--- src/rtl/irrigation_timer_pkg.sv ---
// Shared constants and helpers for the irrigation countdown timer:
// BCD digit widths and maxima, the two irrigation presets, and the
// preset validity / zero-count checks used by the timer top.
package irrigation_timer_pkg;

   localparam int MIN_D_W = 2;
   localparam int MIN_U_W = 4;
   localparam int SEC_D_W = 3;
   localparam int SEC_U_W = 4;

   localparam int MIN_D_MAX = 3;
   localparam int MIN_U_MAX = 9;
   localparam int SEC_D_MAX = 5;
   localparam int SEC_U_MAX = 9;

   typedef struct packed {
      logic [MIN_D_W-1:0] min_d;
      logic [MIN_U_W-1:0] min_u;
      logic [SEC_D_W-1:0] sec_d;
      logic [SEC_U_W-1:0] sec_u;
   } bcd_time_t;

   localparam bcd_time_t SPRINKLER_PRESET = '{min_d: 2'd1, min_u: 4'd5, sec_d: 3'd0, sec_u: 4'd0};
   localparam bcd_time_t DRIPPER_PRESET   = '{min_d: 2'd3, min_u: 4'd0, sec_d: 3'd0, sec_u: 4'd0};

   // Tens of minutes is 2 bits wide so it can never exceed its maximum.
   function automatic logic preset_is_invalid(input logic [MIN_U_W-1:0] min_u,
                                              input logic [SEC_D_W-1:0] sec_d);
      return (min_u > MIN_U_W'(MIN_U_MAX)) || (sec_d > SEC_D_W'(SEC_D_MAX));
   endfunction

   function automatic logic time_is_zero(input bcd_time_t t);
      return (t == '0);
   endfunction

   function automatic logic time_is_one_sec(input bcd_time_t t);
      return (t.min_d == '0) && (t.min_u == '0) && (t.sec_d == '0) && (t.sec_u == SEC_U_W'(1));
   endfunction

endpackage

--- src/rtl/bcd_down_digit.sv ---
// One BCD down-counting digit. Loads synchronously, decrements when a
// borrow arrives from the lower digit and wraps from 0 to MAX, passing
// the borrow on to the next higher digit.
module bcd_down_digit
   import irrigation_timer_pkg::*;
#(
   parameter int W   = SEC_U_W,
   parameter int MAX = SEC_U_MAX
) (
   input  logic         clock,
   input  logic         reset_n,
   input  logic         load,
   input  logic [W-1:0] load_val,
   input  logic         borrow_in,
   output logic [W-1:0] value,
   output logic         borrow_out
);

   localparam logic [W-1:0] LP_MAX = W'(MAX);

   logic [W-1:0] r_value;

   // Digit register: load beats borrow, borrow at zero wraps to MAX.
   always_ff @(posedge clock or negedge reset_n) begin
      if (!reset_n) begin
         r_value <= '0;
      end else if (load) begin
         r_value <= load_val;
      end else if (borrow_in) begin
         if (r_value == '0) begin
            r_value <= LP_MAX;
         end else begin
            r_value <= r_value - W'(1);
         end
      end
   end

   assign value      = r_value;
   assign borrow_out = borrow_in & (r_value == '0);

endmodule

--- src/rtl/irrigation_countdown_timer.sv ---
// MM:SS BCD countdown for irrigation runtime. A prescaler turns clock
// cycles into one-second ticks; the tick feeds a chain of four BCD
// digits. The count stops at 00:00 and signals expiry with a single
// registered pulse. Invalid presets load as 00:00 and raise a sticky
// flag until the next load.
module irrigation_countdown_timer
   import irrigation_timer_pkg::*;
#(
   parameter int TICKS_PER_SECOND = 50_000_000,
   parameter int PRESCALE_W       = 26
) (
   input  logic               clock,
   input  logic               reset_n,
   input  logic               load,
   input  logic               enable,
   input  logic [MIN_D_W-1:0] minutes_d_preset,
   input  logic [MIN_U_W-1:0] minutes_u_preset,
   input  logic [SEC_D_W-1:0] seconds_d_preset,
   output logic [MIN_D_W-1:0] minutes_d,
   output logic [MIN_U_W-1:0] minutes_u,
   output logic [SEC_D_W-1:0] seconds_d,
   output logic [SEC_U_W-1:0] seconds_u,
   output logic               expired,
   output logic               preset_invalid
);

   localparam logic [PRESCALE_W-1:0] LP_TC = PRESCALE_W'(TICKS_PER_SECOND - 1);

   logic [PRESCALE_W-1:0] r_prescale;
   logic                  r_expired;
   logic                  r_preset_invalid;

   logic                  w_preset_bad;
   bcd_time_t             w_load_val;
   bcd_time_t             w_count;
   logic                  w_count_zero;
   logic                  w_one_left;
   logic                  w_run;
   logic                  w_sec_tick;
   logic                  w_b_su;
   logic                  w_b_sd;
   logic                  w_b_mu;
   logic                  w_b_md;

   assign w_preset_bad = preset_is_invalid(minutes_u_preset, seconds_d_preset);

   // A rejected preset loads as 00:00 so the count never holds a non-BCD digit.
   always_comb begin
      w_load_val = '0;
      if (!w_preset_bad) begin
         w_load_val.min_d = minutes_d_preset;
         w_load_val.min_u = minutes_u_preset;
         w_load_val.sec_d = seconds_d_preset;
      end
   end

   assign w_count      = '{min_d: minutes_d, min_u: minutes_u, sec_d: seconds_d, sec_u: seconds_u};
   assign w_count_zero = time_is_zero(w_count);
   assign w_one_left   = time_is_one_sec(w_count);

   // The prescaler only runs while counting, so 00:00 freezes it too.
   assign w_run      = enable & ~load & ~w_count_zero;
   assign w_sec_tick = w_run & (r_prescale == LP_TC);

   // Prescaler: cleared by load, frozen (not cleared) when enable drops.
   always_ff @(posedge clock or negedge reset_n) begin
      if (!reset_n) begin
         r_prescale <= '0;
      end else if (load) begin
         r_prescale <= '0;
      end else if (w_run) begin
         if (r_prescale == LP_TC) begin
            r_prescale <= '0;
         end else begin
            r_prescale <= r_prescale + PRESCALE_W'(1);
         end
      end
   end

   bcd_down_digit #(.W(SEC_U_W), .MAX(SEC_U_MAX)) u_sec_u (
      .clock      (clock),
      .reset_n    (reset_n),
      .load       (load),
      .load_val   (w_load_val.sec_u),
      .borrow_in  (w_sec_tick),
      .value      (seconds_u),
      .borrow_out (w_b_su)
   );

   bcd_down_digit #(.W(SEC_D_W), .MAX(SEC_D_MAX)) u_sec_d (
      .clock      (clock),
      .reset_n    (reset_n),
      .load       (load),
      .load_val   (w_load_val.sec_d),
      .borrow_in  (w_b_su),
      .value      (seconds_d),
      .borrow_out (w_b_sd)
   );

   bcd_down_digit #(.W(MIN_U_W), .MAX(MIN_U_MAX)) u_min_u (
      .clock      (clock),
      .reset_n    (reset_n),
      .load       (load),
      .load_val   (w_load_val.min_u),
      .borrow_in  (w_b_sd),
      .value      (minutes_u),
      .borrow_out (w_b_mu)
   );

   bcd_down_digit #(.W(MIN_D_W), .MAX(MIN_D_MAX)) u_min_d (
      .clock      (clock),
      .reset_n    (reset_n),
      .load       (load),
      .load_val   (w_load_val.min_d),
      .borrow_in  (w_b_mu),
      .value      (minutes_d),
      .borrow_out (w_b_md)
   );

   // Expiry pulse and preset flag. A borrow out of the tens of minutes
   // cannot occur (00:00 stops the tick); masking with it guarantees a
   // wrap could never be mistaken for expiry.
   always_ff @(posedge clock or negedge reset_n) begin
      if (!reset_n) begin
         r_expired        <= 1'b0;
         r_preset_invalid <= 1'b0;
      end else if (load) begin
         r_expired        <= 1'b0;
         r_preset_invalid <= w_preset_bad;
      end else begin
         r_expired        <= w_sec_tick & w_one_left & ~w_b_md;
      end
   end

   assign expired        = r_expired;
   assign preset_invalid = r_preset_invalid;

endmodule

--- config.mk ---
export PLATFORM = sky130hd
export DESIGN_NAME = irrigation_countdown_timer
export DESIGN_NICKNAME = d
export VERILOG_FILES = /design/src/rtl/irrigation_timer_pkg.sv /design/src/rtl/bcd_down_digit.sv /design/src/rtl/irrigation_countdown_timer.sv
export SDC_FILE = /design/constraint.sdc
export NUM_CORES = 1
export LEC_CHECK = 0
export BUFFER_PORTS_ARGS = -buffer_cell sky130_fd_sc_hd__buf_2
export CORE_MARGIN = 3
export CORE_UTILIZATION = 55
export CTS_BUF_LIST = sky130_fd_sc_hd__clkbuf_16
export DETAILED_ROUTE_END_ITERATION = 8
export PLACE_DENSITY = 0.76
export SKIP_CTS_REPAIR_TIMING = 1
export SYNTH_ARGS = -nofsm -noshare
export SYNTH_HDL_FRONTEND = slang
export SYNTH_SLANG_ARGS = --single-unit
--- constraint.sdc ---
create_clock -name clock -period 3.08 [get_ports clock]
set_input_delay 0.616 -clock clock [delete_from_list [all_inputs] [get_ports clock]]
set_output_delay 0.616 -clock clock [all_outputs]
set_load 0.05 [all_outputs]
==> impl_metrics.csv <==
group,metric,value,unit
cells_and_area,area_delta_synth_final,14.02,%
floorplan,initial_core_util,57.43,%
setup_path,cp-startpoint,"u_sec_u.value[0]$_DFFE_PN0P_",
timing,finalClockSkew,5.791,ps
setup_path,crit_path_end_kind,"flop",
cts,clkSinkCount,41,
timing,period_needed,2461,ps
routing,wl_per_cell,17.14,um
floorplan,rows,24,
floorplan,core,0.004414,mm2
timing,timing.final.crit_share,79.90,%
synthesis,synth_top_flop_cell,"dfrtp_1",
cts,clk_latency,290,ps
cts,cts_made_buffers,5,
cts,tritoncts,"built",
pwr,intPower,0.9886,mW
placed_design,globalplace.congestion,0.8566,
routing,via_per_inst,6.470,
pwr,ir_drop,249.1,uV
timing,hold_viol,0,
global_routing,grt_pass1_vias,2215,
pwr,swShare,27.07,%
cells_and_area,fin_nets,337,
setup_path,rr_worst_depth,7,
synthesis,synthArstFlopShare,100.0,%
setup_path,r2r_end,"r_prescale[15]$_DFFE_PN0P_",
global_routing,grt_pass1_wl,10610,um
synthesis,ys_seq_area_share,40.47,%
synthesis,avgSynthCellArea,8.593,um2
routing,routed_wl,6375,um
global_routing,antenna_found_initial,0,
timing,max_freq,0.4064,GHz
cells_and_area,utilization,65.48,%
synthesis,syn_nets,313,
pwr,switchingPower,0.3669,mW
cells_and_area,drive_above_1_share,15.00,%
global_routing,grt-busiest-layer,"met2",
setup_path,arrival,2660,ps
cells_and_area,diodes,0,
cts,cts_buffer_depth,2,
routing,via_count,2407,
cts,clockRootBuffer,"clkbuf_16",
routing,post-route-drc-count,0,
routing,firstDrtPassIters,4,
global_routing,grt_max_degree,42,
pwr,p_leak,1.238,nW
pwr,p_comb_share,13.9,%
timing,setup_viol,0,
synthesis,synth_edf_count,0,
timing,finalMaxSlewViolations,0,
pwr,clockPowerShare,44.0,%
synthesis,ys_ff_latch,41,
timing,relSlewSlack,38.43,%
setup_path,r2r_slack,620,ps
global_routing,gr-total-overflow,0,
setup_path,cp.required,3280,ps
synthesis,syn-cell-area,0.002535,mm2
routing,drt-initial-drc-count,114,
setup_path,r2r_start,"u_sec_u.value[0]$_DFFE_PN0P_",
timing,tightest_slew,923.5,ps
pwr,powerDensity,469.0,mW/mm2
setup_path,path_class,"flop to flop",
routing,detail-route-antenna-nets,0,
floorplan,die_h,73.89,um
global_routing,gr-usage-met2,40.06,%
global_routing,grt_usage,25.20,%
global_routing,use_met3,5.062,%
cells_and_area,final_cell_mix,"41 x dfrtp_1, 29 x nand2_1, 27 x buf_2, 24 x nand3_1, 22 x nor2_1",
cells_and_area,final_common_cell,"dfrtp_1",
synthesis,synthCells,295,
synthesis,yosys_warnings,0,
run,maxCapViolations,0,
timing,fin_tns_setup,0,ps
placed_design,place.port_buffers,27,
pwr,seqPwrFrac,42.1,%
timing,grt_setup_unrepaired,"false",
floorplan,die_x,73.89,um
cts,htreeDepth,2,
cts,path_clk_slew,60,ps
synthesis,synthDistinctLibCells,54,
setup_path,cp_max_fo,9,
global_routing,grtUsageMet1,33.73,%
setup_path,critPathLaunchType,"flop",
floorplan,die_area,0.005460,mm2
placed_design,place_hpwl,4429,um
run_status,outcome,"finished clean",
pwr,fin_total_pwr,1.356,mW
floorplan,ios,28,
hold_path,worstHoldPathType,"input port to async pin",
-- state kept, by name, summed over array words and instances (netlist names) --
name	cells
u_min_d.value	2
u_min_u.value	4
u_sec_d.value	3
u_sec_u.value	4
preset_invalid	1
r_prescale	26
expired	1
-- stage by stage --
step	hold slack, ps	setup slack (ps)	area [um2]	cells
finish	454.7	619.2	2890	372
global route	531.8	425.5	2890	372
CTS	498.5	600.2	2890	372
detailed placement	478.5	632.0	2724	364
global placement	477.5	705.8	2724	364
floorplan	320.4	341.4	2535	295
-- layout make-up --
cell class	count	area, um2
Fill cell	373	1524
Multi-Input combinational cell	228	1415
Sequential cell	41	1026
Timing Repair Buffer	33	180.2
Clock buffer	5	125.1
Tap cell	52	65.06
Clock inverter	3	41.29
Inverter	10	37.54
-- cell usage after synthesis (all sizes together) (3+ instances only) --
library cell	instances	area [um2]
a21o	3	22.52
a21oi	17	85.08
a31oi	12	75.07
a41oi	4	35.03
and3	10	62.56
and4	4	35.03
buf	4	16.26
clkbuf	12	45.04
dfrtp	41	1026
ha	5	62.56
inv	10	37.54
nand2	29	108.9
nand2b	3	18.77
nand3	24	120.1
nand3b	3	22.52
nand4	10	62.56
nor2	22	82.58
nor3	12	60.06
o211ai	4	30.03
o21ai	11	55.05
o31ai	3	22.52
or3	3	18.77
or4	6	45.04
-- worst max path at each step --
stage	end	slack, ps	cells after the start
after global placement	u_sec_d.value[2]$_DFFE_PN0P_	710	5
after floorplan	r_prescale[24]$_DFFE_PN0P_	340	8
after global routing	r_prescale[23]$_DFFE_PN0P_	430	7
after CTS	r_prescale[23]$_DFFE_PN0P_	600	7
final	r_prescale[15]$_DFFE_PN0P_	620	7
after detailed placement	r_prescale[23]$_DFFE_PN0P_	630	7
-- cell families (layout without fill, tap and decap cells) --
family	Yosys count	in the layout	synth area share (%)
buffers and inverters	26	51	3.899
multiplexers	3	3	1.234
AND/OR/NAND/NOR	143	143	30.31
flip-flops	41	41	40.47
XOR/XNOR	3	3	1.037
AO/OA/AOI/OAI	74	74	20.58
adder cells (fa/ha/maj)	5	5	2.468
-- routing by layer --
metal / vias to the layer above / share of wire [%]
met3: 7 / 4.1
met1: 1179 / 47
met5: - / 0
met4: 0 / 1.4
li1: 1170 / -
met2: 51 / 48
-- worst max-delay path: stages, from the launching register on --
cell and delay [ps]:
dfrtp_1 430, inv_1 110, ha_1 190, or3b_2 540, o41ai_4 410, buf_4 240
nand2_1 200, a31oi_1 260
-- power by group through the flow --
stage | clock, mW | combinational (mW) | sequential (mW)
final | 0.596 | 0.189 | 0.570
after global routing | 0.625 | 0.208 | 0.573
after CTS | 0.607 | 0.190 | 0.570
after detailed placement | 0 | 0.190 | 0.580
after global placement | 0 | 0.188 | 0.579
after floorplan | 0 | 0.0912 | 0.617
Note: power is estimated with default switching activity, not from simulation.
